`config.mk`:
```
export PLATFORM = sky130hd
export DESIGN_NAME = pipe_stage_reg
export DESIGN_NICKNAME = d
export VERILOG_FILES = /design/src/rtl/pipe_pkg.sv /design/src/rtl/pipe_sat_counter.sv /design/src/rtl/pipe_stage_reg.sv
export SDC_FILE = /design/constraint.sdc
export NUM_CORES = 1
export LEC_CHECK = 0
export CAP_MARGIN = 20
export CORE_ASPECT_RATIO = 2
export CORE_UTILIZATION = 50
export CTS_CLUSTER_DIAMETER = 100
export DETAILED_ROUTE_END_ITERATION = 16
export PLACE_DENSITY_LB_ADDON = 0.08
export SLEW_MARGIN = 40
export SYNTH_ARGS = -nofsm -noshare
export SYNTH_HDL_FRONTEND = slang
export SYNTH_HIERARCHICAL = 1
export SYNTH_SLANG_ARGS = --single-unit
```
`constraint.sdc`:
```
create_clock -name clk -period 2.92 [get_ports clk]
set_input_delay 0.73 -clock clk [delete_from_list [all_inputs] [get_ports clk]]
set_output_delay 0.73 -clock clk [all_outputs]
set_load 0.03 [all_outputs]
```
`src/rtl/pipe_pkg.sv`:
```
// Shared types and per-stage bundle widths for the generic pipeline stage register.
package pipe_pkg;

  typedef enum logic [1:0] {
    EMPTY = 2'd0,
    ONE   = 2'd1,
    TWO   = 2'd2
  } pipe_state_t;

  // Bundle widths per stage boundary, so every instantiation of a given boundary agrees.
  localparam int IF_ID_CTRL_W  = 8;
  localparam int IF_ID_DATA_W  = 96;
  localparam int ID_EX_CTRL_W  = 16;
  localparam int ID_EX_DATA_W  = 160;
  localparam int EX_MEM_CTRL_W = 8;
  localparam int EX_MEM_DATA_W = 104;
  localparam int MEM_WB_CTRL_W = 4;
  localparam int MEM_WB_DATA_W = 69;
  localparam int PIPE_CNT_W    = 16;

endpackage

```
`src/rtl/pipe_sat_counter.sv`:
```
// Saturating event counter: counts cycles with inc=1 and holds at all-ones.
module pipe_sat_counter #(
  parameter int W = 16
) (
  input  logic         clk,
  input  logic         rst_n,
  input  logic         inc,
  output logic [W-1:0] count
);

  logic [W-1:0] count_q, count_d;

  always_comb begin
    count_d = count_q;
    if (inc && (count_q != {W{1'b1}})) begin
      count_d = count_q + W'(1);
    end
  end

  always_ff @(posedge clk) begin
    if (!rst_n) begin
      count_q <= '0;
    end else begin
      count_q <= count_d;
    end
  end

  assign count = count_q;

endmodule

```
`src/rtl/pipe_stage_reg.sv`:
```
// Generic pipeline stage register: valid/ready handshake, optional 2-entry skid buffer,
// flush-to-bubble and saturating stall/bubble counters.
module pipe_stage_reg
  import pipe_pkg::*;
#(
  parameter int CTRL_W = ID_EX_CTRL_W,
  parameter int DATA_W = ID_EX_DATA_W,
  parameter int SKID   = 1,
  parameter int CNT_W  = PIPE_CNT_W
) (
  input  logic              clk,
  input  logic              rst_n,
  input  logic              flush_i,
  input  logic              in_valid,
  output logic              in_ready,
  input  logic [CTRL_W-1:0] in_ctrl,
  input  logic [DATA_W-1:0] in_data,
  output logic              out_valid,
  input  logic              out_ready,
  output logic [CTRL_W-1:0] out_ctrl,
  output logic [DATA_W-1:0] out_data,
  output logic [CNT_W-1:0]  stall_cnt,
  output logic [CNT_W-1:0]  bubble_cnt
);

  pipe_state_t       state_q, state_d;
  logic [CTRL_W-1:0] m_ctrl_q, m_ctrl_d, s_ctrl_q, s_ctrl_d;
  logic [DATA_W-1:0] m_data_q, m_data_d, s_data_q, s_data_d;
  logic              in_xfer, out_xfer;

  assign out_valid = (state_q != EMPTY);
  assign in_xfer   = in_valid & in_ready & ~flush_i;
  assign out_xfer  = out_valid & out_ready;

  always_comb begin
    state_d  = state_q;
    m_ctrl_d = m_ctrl_q;
    m_data_d = m_data_q;
    s_ctrl_d = s_ctrl_q;
    s_data_d = s_data_q;
    if (flush_i) begin
      // Data is left stale; only the control bundle must become a bubble.
      state_d  = EMPTY;
      m_ctrl_d = '0;
      s_ctrl_d = '0;
    end else begin
      unique case (state_q)
        EMPTY: begin
          if (in_xfer) begin
            state_d  = ONE;
            m_ctrl_d = in_ctrl;
            m_data_d = in_data;
          end
        end
        ONE: begin
          if (in_xfer && out_xfer) begin
            m_ctrl_d = in_ctrl;
            m_data_d = in_data;
          end else if (in_xfer) begin
            state_d  = TWO;
            s_ctrl_d = in_ctrl;
            s_data_d = in_data;
          end else if (out_xfer) begin
            state_d = EMPTY;
          end
        end
        TWO: begin
          if (out_xfer) begin
            state_d  = ONE;
            m_ctrl_d = s_ctrl_q;
            m_data_d = s_data_q;
          end
        end
        default: state_d = EMPTY;
      endcase
    end
  end

  always_ff @(posedge clk) begin
    if (!rst_n) begin
      state_q  <= EMPTY;
      m_ctrl_q <= '0;
      m_data_q <= '0;
      s_ctrl_q <= '0;
      s_data_q <= '0;
    end else begin
      state_q  <= state_d;
      m_ctrl_q <= m_ctrl_d;
      m_data_q <= m_data_d;
      s_ctrl_q <= s_ctrl_d;
      s_data_q <= s_data_d;
    end
  end

  generate
    if (SKID != 0) begin : g_skid
      logic in_ready_q, in_ready_d;
      // Registered ready: the skid register absorbs the entry in flight when downstream stalls.
      assign in_ready_d = (state_d != TWO);
      always_ff @(posedge clk) begin
        if (!rst_n) begin
          in_ready_q <= 1'b1;
        end else begin
          in_ready_q <= in_ready_d;
        end
      end
      assign in_ready = in_ready_q;
    end else begin : g_no_skid
      assign in_ready = ~out_valid | out_ready;
    end
  endgenerate

  assign out_ctrl = out_valid ? m_ctrl_q : '0;
  assign out_data = m_data_q;

  pipe_sat_counter #(.W(CNT_W)) u_stall_cnt (
    .clk   (clk),
    .rst_n (rst_n),
    .inc   (out_valid & ~out_ready),
    .count (stall_cnt)
  );

  pipe_sat_counter #(.W(CNT_W)) u_bubble_cnt (
    .clk   (clk),
    .rst_n (rst_n),
    .inc   (~out_valid),
    .count (bubble_cnt)
  );

endmodule

```
---- Word-level counts from Yosys, hierarchy flattened ----
Index checks and enable logic that the tools add are counted.
storage, ports and cells
  bits in registers ....................... 387
  input bits .............................. 181
operators by class
  add/subtract/negate cells ............... 2
  equal/unequal tests ..................... 8
  muxes and demuxes ....................... 16
  bitwise gates (word level) .............. 9
  reduce and logical (&&, ||, !) cells .... 11
operators with widths
  operator               count
  $mux 160               3
  $pmux 160 s3           1
  $mux 16                4
  $pmux 16 s3            1
  $add 16x1->16 const B  2
  $ne 16x16->1 const B   2
  $mux 2                 6
  $ne 2x2->1 const B     4
  $reduce_and 4->1       2
  $pmux 2 s3             1
  $not 1->1              5
  $reduce_and 5->1       1
  $and 1x1->1            4
  $logic_and 1x1->1      3
  $reduce_and 3->1       1
  $reduce_bool 3->1      1
  $eq 2x1->1 const B     1
  $eq 2x2->1 const B     1
  $logic_not 2->1        1
  $reduce_bool 2->1      1
  $reduce_or 2->1        1

---- Longest topological paths before layout ----
Gate-level depths: netlist of run 1.
  depth in word-level cells ............... 8
  mapped depth ............................ 8
  gate-level depth less buffers ........... 6

---- By module ----
The synthesis of run 1 kept the hierarchy.
by module, submodules not included
  module            instances  cells each  area an instance (µm²)  seq. area each (µm²)
  pipe_stage_reg    1          1588        14747.9                 7106.8
  pipe_sat_counter  2          97          837.1                   320.3

---- Worst setup path before layout of run 1 ----
Ideal clock, no wire load.
  path kind ............................... reg-to-output
  start ................................... reg state_q[1]
  end ..................................... out out_valid
  data arrival time ....................... 1458 ps
  path slack .............................. 732 ps
  stages on the path, launching flop included .. 5
  path through ............................ dfxtp_1 -> buf_2 -> nor2_1 -> clkbuf_1 -> inv_1
on the way
  longest elaborated chain between the ends .. 1
RTL lines
  what                    RTL line              text
  start, declared         pipe_stage_reg.sv:26  pipe_state_t state_q, state_d;
  start signal, assigned  pipe_stage_reg.sv:87  state_q <= state_d;
  $reduce_bool 2->1       pipe_stage_reg.sv:31  assign out_valid = (state_q != EMPTY);
  end, declared           pipe_stage_reg.sv:18  output logic out_valid,
Every way passes these cells.

---- Worst setup path in the final report of run 1 ----
  start ................................... reg state_q[0]
  end ..................................... out out_ctrl[0]
on the way
  longest elaborated chain between the ends .. 2
RTL lines
  what               RTL line               text
  $reduce_bool 2->1  pipe_stage_reg.sv:31
  $mux 16            pipe_stage_reg.sv:113  assign out_ctrl = out_valid ? m_ctrl_q : '0;
  end, declared      pipe_stage_reg.sv:20   output logic [CTRL_W-1:0] out_ctrl,
Every way passes these cells.

==> flow_summary.json, run 1 <==
{
  "dp_hpwl_um": 30600,
  "synth.area.top_cells": "dfxtp_1 (47%), nand2_1 (12%), mux2i_1 (11%), o211a_1 (9.9%), a21boi_0 (7.3%)",
  "gp_congestion": 0.8726,
  "die_height_um": 258.3,
  "synth-seq-cells": 387,
  "firstDrtPassIters": 5,
  "grt_max_degree": 101,
  "grt_pass1_vias": 13630,
  "ys_types": 43,
  "fmax_mhz": 353.3,
  "vias_per_cell": 5.427,
  "grt_use_met2": 0.4691,
  "tightest_slew_ns": 0.7979,
  "switching_share": 0.2475,
  "die_w_um": 130.2,
  "maxSlewHeadroom": 0.4641,
  "cp_data_required_time_ns": 2.19,
  "grt_busiest_layer": "met2",
  "period_needed_ns": 2.830,
  "placementRows": 93,
  "synthAdderAreaFrac": 0.001524,
  "start_util": 0.5095,
  "drive_gt1_frac": 0.04663,
  "ys.flop_type": "dfxtp_1",
  "antenna_found_initial": 11,
  "fin_crit_sh": 0.9693,
  "power.switching_mw": 2.878,
  "arrival_ns": 2.10,
  "cp-start-kind": "flop",
  "cts_inserted_buffers": 35,
  "holdWs_ns": 0.4541,
  "power_density_mw_per_mm2": 531.9,
  "syn_avg_cell_area_um2": 9.215,
  "drt-total-wl_um": 44770,
  "stdcell_count": 2561,
  "slowest_stage": "clkdlybuf4s50_1",
  "synth-compound-area-share": 0.2019,
  "ys.warnings.count": 6,
  "insertion_delay_ns": 0.52,
  "cts_tree": "done",
  "pin_count": 391,
  "cp-end-kind": "primary output",
  "drtIter0Drc": 454,
  "post_cts_buffers": 0,
  "area_delta_synth_final_pct": 33.10,
  "vias": 13900,
  "synth-simple-area-share": 0.1682,
  "htree_levels": 2,
  "async_reset_ff_frac": 0,
  "postRouteAntennaNets": 0,
  "drc": 0,
  "synthMuxAreaShare": 0.1115,
  "synth.net_count": 1965,
  "combPwrFrac": 0.133,
  "grt_pass1_wl_um": 69890,
  "place_inst": 2491,
  "synth_xor_area_frac": 0.002133,
  "netlist.area_leader.share": 0.4718,
  "seq_power_share": 0.480,
  "final_cell_mix": "nand2_1 (534), dfxtp_1 (387), clkdlybuf4s50_1 (384)",
  "hold_path.class": "flop to flop",
  "status": "completed",
  "grt_use_total": 0.2613,
  "rsz0062_at_grt": "no",
  "finalNetCount": 2284,
  "worstPathMaxFanout": 25,
  "met3_usage": 0.05987,
  "criticalPathCategory": "flop to primary output",
  "peakVddDrop_v": 0.0005233,
  "syn_inst": 1782,
  "clock-sinks": 387,
  "pwr-share-clk": 0.387,
  "dieArea_mm2": 0.03362,
  "synth_top_family_by_area": "compound AO/OA/AOI/OAI gates",
  "hold_viol_final": 0,
  "setup_viol": 0,
  "finalPower_mw": 11.63,
  "tns_ns": 0,
  "slew_viol_final": 0,
  "cap_violations": 0,
  "intPower_mw": 8.749,
  "clockBufferDepth": 3,
  "synth_area_mm2": 0.01642,
  "power_leakage_nw": 10.37,
  "yosysSeqAreaShare": 0.4718,
  "clock-root-buffer": "clkbuf_16",
  "use_met1": 0.2697,
  "critPathMaxStageDelay_ns": 0.76,
  "core_mm2": 0.03223,
  "crit_chain": "nor2_1, buf_12, nor2b_1, clkdlybuf4s50_1",
  "grt_overflow": 0,
  "wl_per_cell_um": 17.48,
  "cts.clk_slew.worst_paths_ns": 0.07,
  "synth-edff-count": 0,
  "nFillCells": 2631,
  "synth_top_cell_by_area": "dfxtp_1",
  "layout_commonest_cell": "nand2_1",
  "io_buffers": 390,
  "skew_ns": 0.01158
}
==> power by group through the flow <==
| stage | combinational (mW) | sequential (mW) | clock, mW |
|---|---|---|---|
| after floorplan | 0.486 | 5.99 | 0 |
| after global placement | 1.53 | 5.69 | 0 |
| after detailed placement | 1.55 | 5.70 | 0 |
| after CTS | 1.56 | 5.58 | 4.59 |
| after global routing | 1.65 | 5.60 | 4.80 |
| final | 1.55 | 5.58 | 4.49 |
==> sequential cells by signal, summed over array words and instances (netlist names) <==
signal,flops
u_bubble_cnt/count,16
m_ctrl_q,16
out_data,160
in_ready,1
u_stall_cnt/count,16
state_q,2
s_ctrl_q,16
s_data_q,160
==> worst max-delay path: cells and delay by family (launching register included) <==
family,cells,cell delay (ns)
buffers and inverters,2,0.93
DFF,1,0.43
and+or+nand+nor,2,0.22
==> area by class of cell <==
type / instances / area (µm²) / area share
Multi-Input combinational cell: 1242 / 8014 / 0.3666
Sequential cell: 387 / 7747 / 0.3544
Timing Repair Buffer: 425 / 4407 / 0.2016
Clock buffer: 53 / 1036 / 0.04740
Tap cell: 427 / 534.3 / 0.02444
Clock inverter: 6 / 55.05 / 0.002519
Inverter: 10 / 37.54 / 0.001717
Antenna cell: 11 / 27.53 / 0.001259
==> synthesized netlist by cell type (all sizes together), types with 6 or more instances <==
library cell    n
a211oi         16
a21boi        160
a21oi          34
and4            6
buf            90
clkbuf         53
dfxtp         387
inv            10
mux2i         183
nand2         534
nand2b          8
nand3          12
nand4           8
nor2           30
nor2b          17
nor4            8
o211a         162
o21ai           9
o31ai          10
or3             6
or4            10
==> kinds of logic (layout without fill, tap and decap cells) <==
| family | after synthesis | in the layout |
|---|---|---|
| AND/OR/NAND/NOR | 652 | 652 |
| AO/OA/AOI/OAI | 401 | 401 |
| flip-flops | 387 | 387 |
| multiplexers | 183 | 183 |
| buffers and inverters | 153 | 494 |
| XOR/XNOR | 4 | 4 |
| adder cells (fa/ha/maj) | 2 | 2 |
| other | 0 | 11 |
==> metal layers <==
metal,vias to the layer above,wire length (µm)
met5,-,0
met4,0,2361
met3,116,2785
met2,359,23230
met1,6613,16390
li1,6811,-
==> worst paths after layout <==
path | from | to | slack (ns) | depth (start not counted)
max | state_q[0] | out_ctrl[0] | 0.09 | 4
min | s_ctrl_q[2] | s_ctrl_q[2] | 0.45 | 2
max reg2reg | state_q[0] | out_data[101] | 0.85 | 5
min reg2reg | s_ctrl_q[2] | s_ctrl_q[2] | 0.45 | 2
==> metrics by stage <==
step,cell area [µm²],util,setup slack (ns)
floorplan,16420,-,0.7324
global placement,20730,0.6431,0.3518
detailed placement,20740,0.6433,0.3121
CTS,21830,0.6771,0.02252
global route,21860,0.6782,0.008947
finish,21860,0.6782,0.08954
==> repair_timing <==
action | 4_1_cts | 5_1_grt
endpoints found under the hold margin | 0 | 0
setup endpoints to repair | 1 | 2
gates resized for setup | 1 | 2
hold buffers | 0 | 0
Power figures use the tool's default switching activity.
==> inputs of run 2 (changes only) <==
--- a/config.mk
+++ b/config.mk
@@ -9,6 +9,7 @@
 export CORE_ASPECT_RATIO = 2
 export CORE_UTILIZATION = 50
 export CTS_CLUSTER_DIAMETER = 100
+export CTS_CLUSTER_SIZE = 14
 export DETAILED_ROUTE_END_ITERATION = 16
 export PLACE_DENSITY_LB_ADDON = 0.08
 export SLEW_MARGIN = 40
==> run 2 against run 1 <==
Net effect: first-iteration DRC count up 12%; combinational power about the same; critical endpoint is now out_ctrl[15]; global-route usage down 0.28 points; non-clock buffer count unchanged; power down 7.1%; die area unchanged; sequential power about the same; critical path type unchanged; largest power group unchanged; maximum frequency up 1.0%; count of clock-buffer cells in the layout down 22; critical path depth unchanged.
==> flow_summary.json, run 2 (synthesis gave the netlist of run 1 again) <==
{
  "status": "completed",
  "layout_commonest_cell": "nand2_1",
  "cp-end-kind": "primary output",
  "power_leakage_nw": 10.30,
  "slew_viol_final": 0,
  "clock-root-buffer": "clkbuf_16",
  "startpoint": "state_q[0]",
  "vias_per_cell": 5.453,
  "r2r_setup_slack_ns": 0.83,
  "worstPathMaxFanout": 25,
  "pwr-share-clk": 0.340,
  "seq_area_mm2": 0.007747,
  "cts_tree": "done",
  "hold_viol_final": 0,
  "clock-sinks": 387,
  "postRouteAntennaNets": 0,
  "peakVddDrop_v": 0.0004859,
  "cp-start-kind": "flop",
  "holdWs_ns": 0.4545,
  "grt_pass1_vias": 13460,
  "antenna_found_initial": 13,
  "dp_hpwl_um": 30600,
  "fin_util": 0.6690,
  "multi_input_comb_area_mm2": 0.008014,
  "ctsHoldBuffers": 0,
  "cp_data_required_time_ns": 2.19,
  "io_buffers": 390,
  "wl_per_cell_um": 17.60,
  "vias": 13830,
  "criticalPathCategory": "flop to primary output",
  "final_cell_mix": "nand2_1 (534), dfxtp_1 (387), clkdlybuf4s50_1 (377)",
  "worstReg2RegEnd": "out_data[114]",
  "grt_max_degree": 101,
  "core_mm2": 0.03223,
  "pre_cts_slack_ns": 0.3121,
  "insertion_delay_ns": 0.57,
  "maxSlewHeadroom": 0.4970,
  "fin_crit_sh": 0.9593,
  "hold_path.class": "flop to flop",
  "arrival_ns": 2.07,
  "crit_end": "out_ctrl[15]",
  "stdcell_count": 2536,
  "htree_levels": 1,
  "cts.clk_slew.worst_paths_ns": 0.07,
  "grt_pass1_wl_um": 69330,
  "power_density_mw_per_mm2": 501.1,
  "crit_chain": "nor2_1, buf_12, nor2b_1, clkdlybuf4s50_1",
  "drc": 0,
  "slowest_stage": "clkdlybuf4s50_1",
  "cts_resized": 4,
  "period_needed_ns": 2.801,
  "tightest_slew_ns": 0.7488,
  "rsz0062_at_grt": "no",
  "timing.final.ws_setup_ns": 0.1189,
  "drive_gt1_frac": 0.03960,
  "firstDrtPassIters": 4,
  "pin_count": 391,
  "place_inst": 2491,
  "nFillCells": 2677,
  "drt-total-wl_um": 44630,
  "gp_congestion": 0.8726,
  "setup_viol": 0,
  "finalNetCount": 2280,
  "tns_ns": 0,
  "switching_share": 0.2529,
  "post_cts_buffers": 0,
  "fin_area_mm2": 0.02156,
  "timing.rr.start": "state_q[0]",
  "die_height_um": 258.3,
  "area_delta_synth_final_pct": 31.30,
  "fmax_mhz": 357.0,
  "start_util": 0.5095,
  "intPower_mw": 8.073,
  "placementRows": 93,
  "cap_violations": 0,
  "grt_overflow": 0,
  "skew_ns": 0.009901,
  "combPwrFrac": 0.143,
  "cts_inserted_buffers": 31,
  "critPathMaxStageDelay_ns": 0.68,
  "die_w_um": 130.2,
  "finalPower_mw": 10.81,
  "power.switching_mw": 2.732,
  "place_area_mm2": 0.02074,
  "reg2reg_depth": 5,
  "dieArea_mm2": 0.03362,
  "seq_power_share": 0.517,
  "grt_use_total": 0.2584,
  "clockBufferDepth": 3,
  "drtIter0Drc": 508
}
## run 2: cell count changes in the layout (fill, tap and decap cells not counted), sizes merged
cell / change
dlymetal6s2s: +4
clkbuf: -22
bufinv: -1
clkinv: -5
dlygate4sd2: +3
clkdlybuf4s50: -7
clkinvlp: +1
diode: +2
## run 2: final cells by class
| cell class | instances | share of cell area |
|---|---|---|
| Clock inverter | 1 | 0.0003482 |
| Inverter | 10 | 0.001741 |
| Clock buffer | 31 | 0.03598 |
| Tap cell | 427 | 0.02478 |
| Multi-Input combinational cell | 1242 | 0.3717 |
| Timing Repair Buffer | 425 | 0.2047 |
| Antenna cell | 13 | 0.001509 |
| Sequential cell | 387 | 0.3593 |
## run 2: worst min path at each step
stage / end / slack [ns] / start / depth (start not counted)
global placement: s_ctrl_q[3] / 0.44 / s_ctrl_q[3] / 2
global route: s_data_q[133] / 0.48 / s_data_q[133] / 2
detailed placement: s_ctrl_q[0] / 0.45 / s_ctrl_q[0] / 2
floorplan: s_ctrl_q[0] / 0.44 / s_ctrl_q[0] / 2
CTS: s_ctrl_q[0] / 0.46 / s_ctrl_q[0] / 2
finish: s_ctrl_q[0] / 0.45 / s_ctrl_q[0] / 2
## run 2: critical path: cells and delay by family, from the launching register on
family | cells | cell delay, ns
buffers and inverters | 2 | 0.85
flip-flops | 1 | 0.43
AND/OR/NAND/NOR | 2 | 0.21
## run 2: layer usage
metal | vias up | global-route usage | share of wire
met2 | 348 | 0.4620 | 0.52
met4 | 0 | 0.1505 | 0.050
met1 | 6609 | 0.2710 | 0.36
li1 | 6767 | - | -
met3 | 105 | 0.05863 | 0.065
met5 | - | 0 | 0
## run 2: power by group through the flow
stage	Sequential [mW]	Clock [mW]	Combinational, mW
2_1_floorplan	5.99	0	0.486
3_3_place_gp	5.69	0	1.53
3_5_place_dp	5.70	0	1.55
4_1_cts	5.58	3.78	1.56
5_1_grt	5.60	3.98	1.65
6_report	5.58	3.67	1.55
==> inputs of run 3 (changes only) <==
--- a/config.mk
+++ b/config.mk
@@ -7,11 +7,12 @@
 export LEC_CHECK = 0
 export CAP_MARGIN = 20
 export CORE_ASPECT_RATIO = 2
+export CORE_MARGIN = 4
 export CORE_UTILIZATION = 50
 export CTS_CLUSTER_DIAMETER = 100
-export CTS_CLUSTER_SIZE = 14
 export DETAILED_ROUTE_END_ITERATION = 16
 export PLACE_DENSITY_LB_ADDON = 0.08
+export SETUP_SLACK_MARGIN = 0.1
 export SLEW_MARGIN = 40
 export SYNTH_ARGS = -nofsm -noshare
 export SYNTH_HDL_FRONTEND = slang
==> run 3 against run 2 <==
Net effect: die area increased by 7.0%; global-route usage decreased by 1.4 points; critical path depth unchanged; hold slack improved by 0.0014 ns; core utilization increased by 0.87 points; power increased by 10%; clock power increased by 30%; largest cell class unchanged.
==> flow_summary.json, run 3 (synthesis gave the netlist of run 1 again) <==
{
  "status": "completed",
  "clockBufferDepth": 3,
  "maxSlewHeadroom": 0.5911,
  "die_height_um": 264.3,
  "seq_power_share": 0.470,
  "cap_violations": 0,
  "pwr-share-clk": 0.400,
  "arrival_ns": 1.94,
  "clock-sinks": 387,
  "switching_share": 0.2427,
  "intPower_mw": 9.017,
  "placementRows": 93,
  "worstPathMaxFanout": 19,
  "ctsHoldBuffers": 0,
  "nFillCells": 2696,
  "fin_crit_sh": 0.9140,
  "dp_hpwl_um": 31750,
  "tightest_slew_ns": 0.6083,
  "insertion_delay_ns": 0.52,
  "period_needed_ns": 2.669,
  "cts.clk_slew.worst_paths_ns": 0.06,
  "io_buffers": 390,
  "drt-total-wl_um": 45950,
  "postRouteAntennaNets": 0,
  "cts_resized": 14,
  "post_cts_buffers": 0,
  "seq_area_mm2": 0.007749,
  "cp-start-kind": "flop",
  "clock-root-buffer": "clkbuf_16",
  "gp_congestion": 0.8443,
  "finalPower_mw": 11.91,
  "grt_pass1_wl_um": 71170,
  "wl_per_cell_um": 17.96,
  "grt_use_total": 0.2441,
  "rsz0062_at_grt": "no",
  "vias_per_cell": 5.420,
  "start_util": 0.5077,
  "firstDrtPassIters": 5,
  "slew_viol_final": 0,
  "power_leakage_nw": 10.48,
  "pin_count": 391,
  "hold_viol_final": 0,
  "criticalPathCategory": "flop to primary output",
  "power.switching_mw": 2.889,
  "cp_data_required_time_ns": 2.19,
  "core_mm2": 0.03235,
  "final_cell_mix": "nand2_1 (534), dfxtp_1 (386), clkdlybuf4s50_1 (372)",
  "cts_inserted_buffers": 36,
  "area_delta_synth_final_pct": 33.48,
  "cts_tree": "done",
  "grt_pass1_vias": 13480,
  "multi_input_comb_area_mm2": 0.008008,
  "grt_overflow": 0,
  "peakVddDrop_v": 0.0005639,
  "drive_gt1_frac": 0.04793,
  "power_density_mw_per_mm2": 543.2,
  "combPwrFrac": 0.130,
  "vias": 13870,
  "drtIter0Drc": 581,
  "grt_max_degree": 103,
  "fmax_mhz": 374.7,
  "die_w_um": 136.2,
  "tns_ns": 0,
  "stdcell_count": 2559,
  "drc": 0,
  "holdWs_ns": 0.4559,
  "dieArea_mm2": 0.03598,
  "skew_ns": 0.01706,
  "htree_levels": 2,
  "place_inst": 2492,
  "finalNetCount": 2286,
  "hold_path.class": "flop to flop",
  "antenna_found_initial": 6,
  "cp-end-kind": "primary output",
  "layout_commonest_cell": "nand2_1",
  "fin_util": 0.6776,
  "setup_viol": 0
}
run 3: layout make-up:
cell class,count,area share
multi-input combinational,1242,0.3653
sequential,387,0.3535
timing repair buffer,426,0.2006
clock buffer,58,0.04949
tap,427,0.02437
clock inverter,5,0.004566
inverter,10,0.001712
antenna,4,0.0004566
run 3: path summary, 6_finish.rpt:
path	start	to	slack [ns]	depth (start not counted)
max	state_q[0]	out_ctrl[5]	0.25	4
min reg2reg	s_ctrl_q[10]	s_ctrl_q[10]	0.46	2
min	s_ctrl_q[10]	s_ctrl_q[10]	0.46	2
max reg2reg	state_q[0]	out_data[115]	0.83	5
run 3: routing by layer:
layer,part of all wire,wire length [µm],vias to the layer above,global-route usage
li1,-,-,6802,-
met1,0.37,16980,6594,0.2676
met2,0.53,24230,378,0.4401
met3,0.060,2765,92,0.05412
met4,0.043,1956,4,0.1113
met5,0.00039,18,-,0
run 3: worst max-delay path, cell delays in order (launching register included):
cell	delay (ns)
dfxtp_1	0.47
nor2_2	0.10
buf_4	0.21
nor2b_1	0.21
dlygate4sd2_1	0.43
run 3: through the flow:
stage | cell area [µm²] | setup slack (ns)
final | 21920 | 0.2510
after detailed placement | 20730 | 0.2654
after floorplan | 16420 | 0.7324
after global placement | 20730 | 0.2931
after global routing | 21920 | 0.1849
after CTS | 21900 | 0.1027
run 3: power by group through the flow:
stage          Combinational (mW)  Clock [mW]  Sequential (mW)
2_1_floorplan               0.486           0             5.99
3_3_place_gp                 1.53           0             5.71
3_5_place_dp                 1.56           0             5.71
4_1_cts                      1.56        4.88             5.60
5_1_grt                      1.65        5.09             5.61
6_report                     1.55        4.76             5.60
